`src/rtl/seri_mul_feeder.sv`:
```
// Operand FIFO feeding a serial multiplier: issue one pair, wait for completion
// (bounded by TIMEOUT), hold the product until downstream accepts it.
module seri_mul_feeder #(
  parameter int FIFO_DEPTH = 4,
  parameter int TIMEOUT    = 32,
  localparam int AW = $clog2(FIFO_DEPTH)
) (
  input  logic          clk,
  input  logic          rstn,
  input  logic          in_valid,
  output logic          in_ready,
  input  logic [7:0]    in_a,
  input  logic [7:0]    in_b,
  output logic [7:0]    mul_a,
  output logic [7:0]    mul_b,
  output logic          en_mul,
  input  logic [15:0]   product,
  input  logic          op_done,
  output logic          out_valid,
  input  logic          out_ready,
  output logic [15:0]   out_product,
  output logic [AW:0]   fifo_cnt,
  output logic          timeout_err,
  input  logic          clr_err
);

  localparam int CW = (TIMEOUT > 1) ? $clog2(TIMEOUT) : 1;

  localparam logic [1:0] S_IDLE  = 2'd0;
  localparam logic [1:0] S_ISSUE = 2'd1;
  localparam logic [1:0] S_WAIT  = 2'd2;
  localparam logic [1:0] S_HOLD  = 2'd3;

  typedef struct packed {
    logic [7:0] a;
    logic [7:0] b;
  } pair_t;

  pair_t          mem [FIFO_DEPTH];
  logic [AW-1:0]  wptr, rptr;
  logic [1:0]     state;
  logic [CW-1:0]  wait_cnt;
  logic           push, pop, timeout_hit;
  pair_t          head;

  assign in_ready    = (fifo_cnt != (AW+1)'(FIFO_DEPTH));
  assign push        = in_valid && in_ready;
  // The head leaves the FIFO on the same edge that launches the operation.
  assign pop         = (state == S_IDLE) && (fifo_cnt != '0);
  assign head        = mem[rptr];
  assign timeout_hit = (state == S_WAIT) && !op_done && (wait_cnt == CW'(TIMEOUT-1));

  always_ff @(posedge clk) begin
    if (push) mem[wptr] <= '{a: in_a, b: in_b};
  end

  always_ff @(posedge clk or negedge rstn) begin
    if (!rstn) begin
      wptr     <= '0;
      rptr     <= '0;
      fifo_cnt <= '0;
    end else begin
      if (push) wptr <= wptr + 1'b1;
      if (pop)  rptr <= rptr + 1'b1;
      case ({push, pop})
        2'b10:   fifo_cnt <= fifo_cnt + 1'b1;
        2'b01:   fifo_cnt <= fifo_cnt - 1'b1;
        default: ;
      endcase
    end
  end

  always_ff @(posedge clk or negedge rstn) begin
    if (!rstn) begin
      state       <= S_IDLE;
      en_mul      <= 1'b0;
      mul_a       <= '0;
      mul_b       <= '0;
      out_valid   <= 1'b0;
      out_product <= '0;
      wait_cnt    <= '0;
    end else begin
      case (state)
        S_IDLE: if (pop) begin
          state  <= S_ISSUE;
          en_mul <= 1'b1;
          mul_a  <= head.a;
          mul_b  <= head.b;
        end
        S_ISSUE: begin
          en_mul   <= 1'b0;
          wait_cnt <= '0;
          state    <= S_WAIT;
        end
        S_WAIT: begin
          // Completion beats the timeout when both land in the same cycle.
          if (op_done) begin
            out_product <= product;
            out_valid   <= 1'b1;
            state       <= S_HOLD;
          end else if (timeout_hit) begin
            state <= S_IDLE;
          end else begin
            wait_cnt <= wait_cnt + 1'b1;
          end
        end
        S_HOLD: if (out_ready) begin
          out_valid <= 1'b0;
          state     <= S_IDLE;
        end
        default: state <= S_IDLE;
      endcase
    end
  end

  always_ff @(posedge clk or negedge rstn) begin
    if (!rstn)            timeout_err <= 1'b0;
    else if (timeout_hit) timeout_err <= 1'b1;
    else if (clr_err)     timeout_err <= 1'b0;
  end

endmodule

```
`config.mk`:
```
export PLATFORM = sky130hd
export DESIGN_NAME = seri_mul_feeder
export DESIGN_NICKNAME = d
export VERILOG_FILES = /design/src/rtl/seri_mul_feeder.sv
export SDC_FILE = /design/constraint.sdc
export NUM_CORES = 1
export LEC_CHECK = 0
export CORE_UTILIZATION = 47
export CTS_CLUSTER_SIZE = 16
export DETAILED_ROUTE_END_ITERATION = 8
export MAX_ROUTING_LAYER = met4
export PLACE_DENSITY = 0.75
export SYNTH_ARGS = -nofsm -noshare
export SYNTH_HDL_FRONTEND = slang
export SYNTH_SLANG_ARGS = --single-unit
export TNS_END_PERCENT = 1
```
`constraint.sdc`:
```
create_clock -name clk -period 1.9 [get_ports clk]
set_input_delay 0.19 -clock clk [delete_from_list [all_inputs] [get_ports clk]]
set_output_delay 0.19 -clock clk [all_outputs]
set_load 0.05 [all_outputs]
```
== Word level (Yosys, flattened, before mapping) ==
Memories as Yosys holds them, arrays and structs flattened. A register that Yosys moved wholly into a read port is not among the register bits.
Index checks and enable logic that the tools add are counted.

* Register bits after elaboration: 33
* Bits in writable memories: 64
* Word-level logic and storage cells: 65
* Memories: 1

{| class="wikitable"
|+ Memory list
! name !! words !! bits a word !! rd ports !! clocked after memory_dff !! write ports !! line !! RTL
|-
| mem || 4 || 16 || 1 || 1 || 1 || 39 || <nowiki>pair_t mem [FIFO_DEPTH];</nowiki>
|}

* Add/sub/neg operators: 5
* Equal/unequal tests: 13
* Multiplexer cells: 18
* Reductions and logical operators: 19

{| class="wikitable"
|+ Operator list
! cell !! count
|-
| 5-bit 2-to-1 mux || 2
|-
| 2-bit inequality test (second input constant) || 5
|-
| 5-bit one-hot mux with 2 select lines || 1
|-
| 2-bit nonzero test || 5
|-
| 3-bit AND reduction || 3
|-
| 2-bit 2-to-1 mux || 4
|-
| 2-bit one-hot mux with 4 select lines || 1
|-
| 1-bit 2-to-1 mux || 7
|-
| 2-bit == test (second input constant) || 3
|-
| 3-bit inequality test (second input constant) || 2
|-
| 3-bit one-hot mux with 2 select lines || 1
|-
| 2-bit AND reduction || 3
|-
| 5-bit by 1-bit adder with 5-bit output (second input constant) || 1
|-
| 5-bit == test (second input constant) || 1
|-
| 2-bit by 1-bit adder with 2-bit output (second input constant) || 2
|-
| 2-bit by 1-bit == test with 1-bit output (second input constant) || 2
|-
| 1-bit logical AND || 4
|-
| 1-bit one-hot mux with 2 select lines || 2
|-
| 3-bit by 1-bit adder with 3-bit output (second input constant) || 1
|-
| 3-bit nonzero test || 1
|-
| 3-bit by 1-bit subtractor with 3-bit output (second input constant) || 1
|-
| 1-bit zero test || 2
|-
| 2-bit zero test || 1
|}

== Depth between registers and ports, before layout ==
Gate-level depths: netlist of the first run.

* Depth in word-level cells: 6
* Mapped depth: 11

== Worst setup path before layout of the first run ==
OpenSTA, ideal clock, no wires.

* Kind: register -> register
* From: reg fifo_cnt[2]
* To: reg fifo_cnt[2]
* Setup time: 0.082 ns
* Arrival: 2.589 ns
* Required time: 1.818 ns
* Setup slack: -0.771 ns
* Cell stages (with the launch flop): 10
* Cell sequence: dfrtp_1 > or3b_1 > and2_4 > inv_1 > ha_1 > inv_1 > fa_1 > xor2_1 > nor2_1 > xor2_1

* Longest elaborated chain between the ends: 4

{| class="wikitable"
|+ RTL lines
! what !! line !! RTL
|-
| from (decl) || 22 || <nowiki>output logic [AW:0] fifo_cnt,</nowiki>
|-
| from (signal assigned) || 66 || <nowiki>2'b10: fifo_cnt <= fifo_cnt + 1'b1;</nowiki>
|-
| from (signal assigned) || 67 || <nowiki>2'b01: fifo_cnt <= fifo_cnt - 1'b1;</nowiki>
|-
| 3-bit inequality test * || 46 || <nowiki>assign in_ready = (fifo_cnt != (AW+1)'(FIFO_DEPTH));</nowiki>
|-
| net in_ready || 11 || <nowiki>output logic in_ready,</nowiki>
|-
| 1-bit logical AND * || 47 || <nowiki>assign push = in_valid && in_ready;</nowiki>
|-
| 2-bit by 1-bit == test with 1-bit output or 2-bit == test (tied branches) || 65 || <nowiki>case ({push, pop})</nowiki>
|-
| 3-bit one-hot mux with 2 select lines or 2-bit nonzero test (tied branches) || n/a ||
|}

Mark *: on every way through the listed nets, which the timed path passes. The rest lies on a longest branch.
A chain may end at the register's enable or synchronous reset.

== Final worst setup path of the first run ==
* From: reg fifo_cnt[0]
* To: reg fifo_cnt[2]

* Longest elaborated chain between the ends: 4

{| class="wikitable"
|+ RTL lines
! what !! line
|-
| 3-bit inequality test or 3-bit nonzero test (tied branches) || 46, 49
|-
| 1-bit logical AND (on tied branches) || 47, 49
|-
| 2-bit by 1-bit == test with 1-bit output or 2-bit == test (tied branches) || 65
|-
| 3-bit one-hot mux with 2 select lines or 2-bit nonzero test (tied branches) || n/a
|}

Parallel ways exist; a longest one is shown, timed or not.

==> results.yml, run 1 <==
synthesis:
  synthesis.nets: 288
  synthTopCellsByArea: "edfxtp_1, dfrtp_1, mux2_2"
  ys_warn_count: 0
  yosys.area.top_type_share: 0.4275
  synthArstFlopShare: 0.4336
  netlist_area_um2: 4496
  ys_types: 41
  syn_area_per_cell_um2: 18.58
  synth_seq_cells: 113
  synth_top_cell_by_area: "edfxtp_1"
  synth-main-ff-cell: "edfxtp_1"
  seq_area_frac_synth: 0.7003
  syn-instance-count: 242
  synth_edf_count: 64
timing:
  max_clock_freq_mhz: 506.9
  rsz0062_at_grt: "true"
  slew_headroom: 0.6476
  skew_ns: 0.01040
  setup_viol: 2
  holdWs_ns: 0.1672
  worst_slack_ns: -0.07295
  finalCritPeriodShare: 1.038
  fin_crit_ns: 1.973
  drv_slew: 0
  hold_viol: 0
  tightestPinTransition_ns: 0.5278
worst_setup_path:
  cp-start-kind: "flop"
  cp.arrival_ns: 2.37
  slowest_stage: "dfrtp_2"
  critPathMaxStageDelay_ns: 0.40
  rr_endpoint: "fifo_cnt[2]"
  critical_path_class: "flop to flop"
  r2r-start: "fifo_cnt[0]"
  path_max_fanout: 2
  reg2reg_slack_ns: -0.07
  worst_r2r_path_depth: 9
  cp.required_ns: 2.29
  path_cells: "or3b_4 > and2_4 > inv_2 > ha_4 > inv_2 > fa_2 > xor2_1 > nor2_1 > xor2_1"
  end_kind: "flop"
pwr:
  power_density_nw_per_um2: 1881
  p_total_uw: 11560
  ir_drop_mv: 1.060
  p_leak_uw: 0.002489
cts:
  clk_pin_slew_worst_paths_ns: 0.06
  cts-root-buf: "clkbuf_8"
  htree_levels: 4
  cts_tree: "done"
  insertion_delay_ns: 0.51
  cts_made_buffers: 17
  cts_setup_buffers: 0
  cts.sinks: 113
  clockBufferDepth: 2
global_routing:
  grt_pass1_vias: 2669
  grt_max_degree: 20
  antenna_found_initial: 0
  grt_pass1_wl_mm: 13.51
  grt-ovfl-total: 0
  gr-usage-all-layers: 0.1920
drt:
  wl_mm: 8.359
  postRouteAntennaNets: 0
  num_vias: 2521
  via_per_inst: 5.124
  post_drt_wl_per_cell_um: 16.99
  firstDrtPassIters: 4
  post-route-drc-count: 0
  drtIter0Drc: 120
layout:
  final_nets: 396
  n_antenna_cell: 0
  final_area_um2: 6150
  final_util: 0.6655
  drive_gt1_frac: 0.2975
  syn_to_final_growth_pct: 36.79
die:
  io_pins: 77
  rows: 35
  die_h_um: 99.80
  fp.dieW_um: 99.80
  die-area_um2: 9960
  initial_utilization: 0.4865
  fp.coreArea_um2: 9240
placement:
  pre_cts_ws_ns: -0.1158
  placed_cell_area_um2: 5547
  dpl.hpwl_mm: 5.325
  io_buffer_count: 76
  gp_congestion: 0.7789
run_status:
  violations: "setup timing"
  status: "complete, but fails checks"
run:
  drv_cap: 0
min_path:
  min_path_type: "primary input to async pin"
[routing by layer]
metal / vias to the layer above / track usage / wire length [µm]
met4: 0 / 0.08597 / 127
met2: 85 / 0.3114 / 4361
li1: 1159 / - / -
met1: 1266 / 0.2227 / 3473
met3: 11 / 0.05641 / 397
met5: - / - / 0
[cells in the final DEF (no fill, tap or decap), types with 2 or more instances in the layout]
cell type,count
a21oi_1,5
clkinvlp_4,2
nand4_1,2
dfrtp_2,3
mux2i_1,2
and2_1,2
inv_6,4
inv_1,9
clkinv_4,4
edfxtp_1,64
a31oi_1,2
buf_4,21
mux4_1,8
clkinv_1,2
and3_1,6
dfrtp_1,46
ha_1,6
inv_2,2
mux2_2,33
xor2_1,2
dlymetal6s2s_1,9
xnor2_1,4
nor4_1,2
o21ai_0,2
clkbuf_16,16
nand2_1,2
dlygate4sd2_1,7
mux4_2,8
bufinv_16,2
o2bb2ai_1,3
a22o_1,2
buf_12,2
clkdlybuf4s50_1,58
[worst max-delay path: cells and delay by family (launching register included)]
kind / cells / cell delay (ns)
buf+inv: 2 / 0.09
xor+xnor: 2 / 0.30
fa+ha+maj: 2 / 0.45
flops: 1 / 0.40
simple gates: 3 / 0.61
[synthesized netlist by cell type (3+ instances only)]
master and instances:
a21oi_1 5, and3_1 6, clkbuf_1 4, dfrtp_1 49, edfxtp_1 64, ha_1 7
inv_1 11, mux2_2 33, mux4_1 8, mux4_2 8, o2bb2ai_1 3, xnor2_1 4
[cell type report]
| class | instances | area (µm²) |
|---|---|---|
| clock buffers | 17 | 414.1 |
| clock inverters | 15 | 157.7 |
| fillers | 630 | 3090 |
| inverters | 11 | 41.29 |
| multi-input cells | 108 | 1256 |
| flip-flops and latches | 113 | 3152 |
| well taps | 129 | 161.4 |
| repair buffers | 99 | 967.2 |
[worst max-delay path by stage]
stage | depth (start not counted) | endpoint | from | slack (ns)
6_report | 9 | fifo_cnt[2] | fifo_cnt[0] | -0.07
5_1_grt | 9 | fifo_cnt[2] | fifo_cnt[0] | -0.15
4_1_cts | 9 | fifo_cnt[2] | fifo_cnt[0] | -0.09
3_5_place_dp | 9 | fifo_cnt[2] | fifo_cnt[0] | -0.12
3_3_place_gp | 9 | fifo_cnt[2] | fifo_cnt[0] | -0.05
2_1_floorplan | 9 | fifo_cnt[2] | fifo_cnt[0] | -0.37
[what timing repair did]
item | in CTS | in global routing
cloned | 0 | 0
endpoints found under the setup margin | 9 | 16
hold endpoints to repair | 36 | 0
hold buffers | 1 | 0
gates resized for setup | 7 | 11
pin swaps | 3 | 0
[stage by stage]
step | setup TNS [ns] | cells
floorplan | -0.6388 | 242
detailed placement | -0.1365 | 459
CTS | -0.1132 | 492
finish | -0.08121 | 492
global route | -0.2020 | 492
global placement | -0.05264 | 459
[power breakdown]
part	switching (µW)	total (µW)	leakage [µW]	internal, µW
Combinational	2780	4790	0.00105	2020
Sequential	338	3760	0.00117	3420
Clock	1130	3010	0.000275	1870
[kinds of logic after synthesis]
group / count (synthesis) / share of synthesized area
buf+inv: 21 / 0.02588
flops: 113 / 0.7003
fa+ha+maj: 8 / 0.02393
simple gates: 25 / 0.03563
xor+xnor: 6 / 0.01169
compound gates: 18 / 0.02867
mux: 51 / 0.1739
[flip-flops by register name (all words and copies together), names as in the netlist]
| name | flops |
|---|---|
| wait_cnt | 5 |
| state | 2 |
| mem | 64 |
| en_mul | 1 |
| rptr | 2 |
| timeout_err | 1 |
| wptr | 2 |
| out_product | 16 |
| out_valid | 1 |
| mul_a | 8 |
| mul_b | 8 |
| fifo_cnt | 3 |
Note: power is estimated with default switching activity, not from simulation.
==> run 2, diff against run 1 <==
CORE_UTILIZATION = 30   (was 47)
PLACE_DENSITY = not set   (was 0.75)
RECOVER_POWER = 50   (was not set)
==> results.yml, run 2 (same netlist as run 1, synthesis figures left out) <==
cts:
  clockBufferDepth: 2
  clk_pin_slew_worst_paths_ns: 0.05
  cts_made_buffers: 17
  htree_levels: 4
  cts-root-buf: "clkbuf_16"
  cts_tree: "done"
  cts.sinks: 113
  insertion_delay_ns: 0.41
layout:
  reg_top3: "mem (64), out_product (16)"
  final_cell_mix: "edfxtp_1, clkdlybuf4s50_1, dfrtp_1"
  nFillCells: 1314
  largest_reg_flops: 64
  regMostFlops: "mem"
  drive_gt1_frac: 0.2837
  syn_to_final_growth_pct: 37.63
  n_antenna_cell: 0
  final_area_um2: 6187
  layout_commonest_cell: "edfxtp_1"
  final_nets: 396
drt:
  drtIter0Drc: 184
  firstDrtPassIters: 4
  post-route-drc-count: 0
  via_per_inst: 4.587
  num_vias: 2509
  wl_mm: 8.679
  post_drt_wl_per_cell_um: 15.87
  postRouteAntennaNets: 0
global_routing:
  grt_max_degree: 50
  antenna_found_initial: 0
  grt_pass1_wl_mm: 14.01
  grt_pass1_vias: 2667
  grt-ovfl-total: 0
  gr-usage-all-layers: 0.1266
die:
  initial_utilization: 0.3081
  io_pins: 77
  rows: 44
  die-area_um2: 15480
  die_h_um: 124.4
  fp.coreArea_um2: 14590
  fp.dieW_um: 124.4
worst_setup_path:
  cp.arrival_ns: 2.32
  worst-path-buf-inv: 2
  cp-start-kind: "flop"
  end_kind: "flop"
  critical_path.top_delay_family: "simple AND/OR/NAND/NOR gates"
  critical_path_class: "flop to flop"
  path_cells: "or3b_4 > and2_4 > inv_2 > ha_4 > inv_2 > fa_2 > xor2_1 > nor2_1 > xor2_1"
  slowest_stage: "dfrtp_2"
  critPathMaxStageDelay_ns: 0.40
  path_max_fanout: 2
  cp.required_ns: 2.22
timing:
  max_clock_freq_mhz: 499.3
  finalCritPeriodShare: 1.054
  worst_slack_ns: -0.1029
  skew_ns: 0.01150
  fin_crit_ns: 2.003
  holdWs_ns: 0.3534
  setup_viol: 1
  tightestPinTransition_ns: 1.261
  drv_slew: 0
  rsz0062_at_grt: "true"
  slew_headroom: 0.1593
  hold_viol: 0
pwr:
  clkPwrFrac: 0.265
  power_density_nw_per_um2: 1889
  seqPwrFrac: 0.321
  ir_drop_mv: 0.8859
  p_switching_uw: 4194
  p_leak_uw: 0.002390
  p_sw_frac: 0.3589
  p_comb_frac: 0.415
  p_int_uw: 7492
min_path:
  min_path_type: "primary input to flop"
placement:
  gp_congestion: 0.6970
  placed_cell_area_um2: 5608
  dpl.hpwl_mm: 5.468
  io_buffer_count: 76
run_status:
  violations: "setup timing"
  status: "complete, but fails checks"
run:
  drv_cap: 0
run 2: cell types whose count changed in the layout (fill, tap and decap cells not counted), moves of 2 or more:
cell / previous run / this run
dlygate4sd3_1: 1 / 17
clkinv_4: 4 / 1
clkdlybuf4s50_1: 58 / 55
dlygate4sd2_1: 7 / 2
clkbuf_1: 0 / 4
inv_6: 4 / 0
buf_4: 21 / 19
clkinv_2: 1 / 3
clkinv_1: 2 / 4
dlymetal6s2s_1: 9 / 1
run 2: worst reg2reg max path, cell delays in order, from the launching register on:
cell and delay [ns]:
dfrtp_2 0.40, or3b_4 0.40, and2_4 0.15, inv_2 0.06, ha_4 0.13, inv_2 0.03, fa_2 0.33, xor2_1 0.15
nor2_1 0.12, xor2_1 0.16
run 2: cell type report:
| type | count | area, µm² | area share |
|---|---|---|---|
| well taps | 184 | 230.2 | 0.03721 |
| clock inverters | 13 | 143.9 | 0.02326 |
| clock buffers | 19 | 432.9 | 0.06997 |
| repair buffers | 99 | 930.9 | 0.1505 |
| flip-flops and latches | 113 | 3152 | 0.5094 |
| multi-input cells | 108 | 1256 | 0.2030 |
| inverters | 11 | 41.29 | 0.006673 |
run 2: power groups by stage:
| stage | Clock (µW) | Combinational, µW | Sequential (µW) |
|---|---|---|---|
| after global placement | 0 | 4890 | 3760 |
| after global routing | 3270 | 5140 | 3840 |
| after CTS | 3160 | 4980 | 3760 |
| after floorplan | 0 | 1930 | 5170 |
| after detailed placement | 0 | 4970 | 3800 |
| final | 3090 | 4850 | 3750 |
run 2: what timing repair did:
action | in CTS | in global routing
endpoints found under the setup margin | 5 | 4
endpoints found under the hold margin | 49 | 0
hold buffers | 1 | 0
pin swaps | 4 | 0
buffers inserted | 1 | 0
resized for setup | 4 | 2
run 2: worst paths after layout:
kind	start	cells past startpoint	slack [ns]	endpoint
worst max-delay path	fifo_cnt[1]	9	-0.10	fifo_cnt[2]
worst min-delay path	clr_err	2	0.35	timeout_err
worst max register to register	fifo_cnt[1]	9	-0.10	fifo_cnt[2]
worst min register to register	out_product[4]	1	0.50	out_product[4]
max in group asynchronous	rstn	3	0.36	fifo_cnt[0]
min in group asynchronous	rstn	3	0.67	out_product[10]
run 2: per-stage QoR:
step | setup WS (ns) | util | instances | TNS [ns] | total power [µW]
2_1_floorplan | -0.3706 | - | 242 | -0.6388 | 7098
3_3_place_gp | -0.05018 | 0.3844 | 513 | -0.05018 | 8649
3_5_place_dp | -0.1369 | 0.3844 | 513 | -0.1505 | 8765
4_1_cts | -0.1146 | 0.4251 | 547 | -0.1146 | 11900
5_1_grt | -0.1884 | 0.4241 | 547 | -0.3273 | 12250
6_report | -0.1029 | 0.4241 | 547 | -0.1029 | 11690
run 2: metal layers:
layer | vias to the layer above | global-route usage | wire, µm
li1 | 1157 | - | -
met2 | 61 | 0.1979 | 4450
met5 | - | - | 0
met3 | 12 | 0.05026 | 351
met4 | 0 | 0.05103 | 146
met1 | 1279 | 0.1450 | 3731
==> run 3, diff against run 2 <==
CELL_PAD_IN_SITES_DETAIL_PLACEMENT = 2   (was not set)
CELL_PAD_IN_SITES_GLOBAL_PLACEMENT = 2   (was not set)
PLACE_DENSITY_LB_ADDON = 0.1   (was not set)
clock period = 2.05 ns   (was 1.9 ns; I/O delays follow)
==> results.yml, run 3 (same netlist as run 1, synthesis figures left out) <==
run_status:
  status: "complete, no violations"
die:
  die_h_um: 124.4
  fp.dieW_um: 124.4
  io_pins: 77
  fp.coreArea_um2: 14590
  initial_utilization: 0.3081
  rows: 44
  die-area_um2: 15480
worst_setup_path:
  rr_endpoint: "fifo_cnt[2]"
  cp.required_ns: 2.34
  cp.arrival_ns: 2.30
  cp-start-kind: "flop"
  end_kind: "flop"
  worst_r2r_path_depth: 9
  reg2reg_slack_ns: 0.04
  critical_path_class: "flop to flop"
  r2r-start: "fifo_cnt[1]"
  path_max_fanout: 2
global_routing:
  grt_pass1_wl_mm: 16.11
  antenna_found_initial: 0
  grt_pass1_vias: 2849
  grt-ovfl-total: 0
  grt_max_degree: 23
  gr-usage-all-layers: 0.1431
timing:
  finalCritPeriodShare: 0.9811
  drv_slew: 0
  setup_viol: 0
  slew_headroom: 0.4077
  hold_viol: 0
  fin_crit_ns: 2.011
  tightestPinTransition_ns: 0.8884
  skew_ns: 0.006197
  max_clock_freq_mhz: 497.2
  setup-tns-final_ns: 0
  rsz0062_at_grt: "true"
placement:
  gp_congestion: 0.6861
  io_buffer_count: 76
  dpl.hpwl_mm: 6.356
  dp.cells: 509
drt:
  firstDrtPassIters: 3
  via_per_inst: 4.646
  post-route-drc-count: 0
  post_drt_wl_per_cell_um: 18.11
  drtIter0Drc: 55
  num_vias: 2532
  postRouteAntennaNets: 0
  wl_mm: 9.871
cts:
  cts.sinks: 113
  cts_tree: "done"
  insertion_delay_ns: 0.41
  cts-root-buf: "clkbuf_16"
  clockBufferDepth: 2
  clk_pin_slew_worst_paths_ns: 0.05
  cts_made_buffers: 17
  htree_levels: 4
min_path:
  holdPathStages: 2
  hold_end: "timeout_err"
  min_from: "clr_err"
  min_path_type: "primary input to flop"
layout:
  layout_commonest_cell: "edfxtp_1"
  nFillCells: 1383
  largest_reg_flops: 64
  layoutNonFillerInstCount: 545
  ff_latch_area_um2: 3152
  final_util: 0.4213
  final_nets: 395
  multi_input_area_um2: 1249
  regMostFlops: "mem"
  final_cell_mix: "edfxtp_1, clkdlybuf4s50_1, dfrtp_1"
  reg_top3: "mem (64), out_product (16)"
  drive_gt1_frac: 0.2881
  n_antenna_cell: 0
  syn_to_final_growth_pct: 36.71
pwr:
  ir_drop_mv: 0.6504
  p_total_uw: 10800
  power_density_nw_per_um2: 1757
  p_leak_uw: 0.002366
run:
  drv_cap: 0
==> run 3: changes by cell type in the layout (fill, tap and decap cells not counted), moves of 2 or more <==
cell,change
clkinv_1,-4
clkinv_2,+4
clkdlybuf4s50_1,+3
dlygate4sd2_1,-2
inv_2,-2
==> run 3: per-layer routing <==
metal  vias to the layer above  wire, µm  track usage
met1                      1304      4424       0.1683
li1                       1151         -            -
met2                        67      4884       0.2255
met3                        10       451      0.05284
met5                         -         0            -
met4                         0       111      0.04890
==> run 3: per-stage QoR <==
step / instance area [µm²] / worst slack, ns / hold WS [ns]
floorplan: 4517 / -0.2206 / -0.09059
global placement: 5553 / 0.03843 / 0.1436
detailed placement: 5553 / -0.03198 / 0.1419
CTS: 6138 / 0.002500 / 0.2361
global route: 6146 / -0.01291 / 0.3639
finish: 6146 / 0.03870 / 0.3610
==> run 3: worst max path at each step <==
| stage | startpoint | end | cells past startpoint |
|---|---|---|---|
| floorplan | fifo_cnt[0] | fifo_cnt[2] | 9 |
| CTS | fifo_cnt[1] | fifo_cnt[2] | 9 |
| global route | fifo_cnt[1] | fifo_cnt[2] | 9 |
| global placement | fifo_cnt[0] | fifo_cnt[2] | 9 |
| finish | fifo_cnt[1] | fifo_cnt[2] | 9 |
| detailed placement | fifo_cnt[0] | fifo_cnt[2] | 9 |
==> run 3: what timing repair did <==
item,in CTS,in global routing
endpoints found under the hold margin,13,0
resized for setup,0,1
hold buffers,1,0
pin swaps,6,3
setup buffers,2,2
endpoints found under the setup margin,1,1
==> run 3: power breakdown <==
group | leakage [µW] | switching [µW] | total [µW] | internal (µW)
logic | 0.000923 | 2640 | 4520 | 1880
registers | 0.00117 | 318 | 3490 | 3180
clock network | 0.000274 | 988 | 2780 | 1790
==> run 3: final cells by class <==
class                   instances  area share
flip-flops and latches        113      0.5128
clock buffers                  19     0.07207
multi-input cells             108      0.2032
well taps                     184     0.03746
clock inverters                12     0.01914
repair buffers                 98      0.1482
inverters                      11    0.007125
==> run 3: critical path: stages (launching register included) <==
cell,delay (ns)
dfrtp_2,0.40
or3b_4,0.40
and2_4,0.16
inv_4,0.05
ha_4,0.13
inv_2,0.04
fa_2,0.32
xor2_1,0.17
nor2_1,0.07
xor2_1,0.16
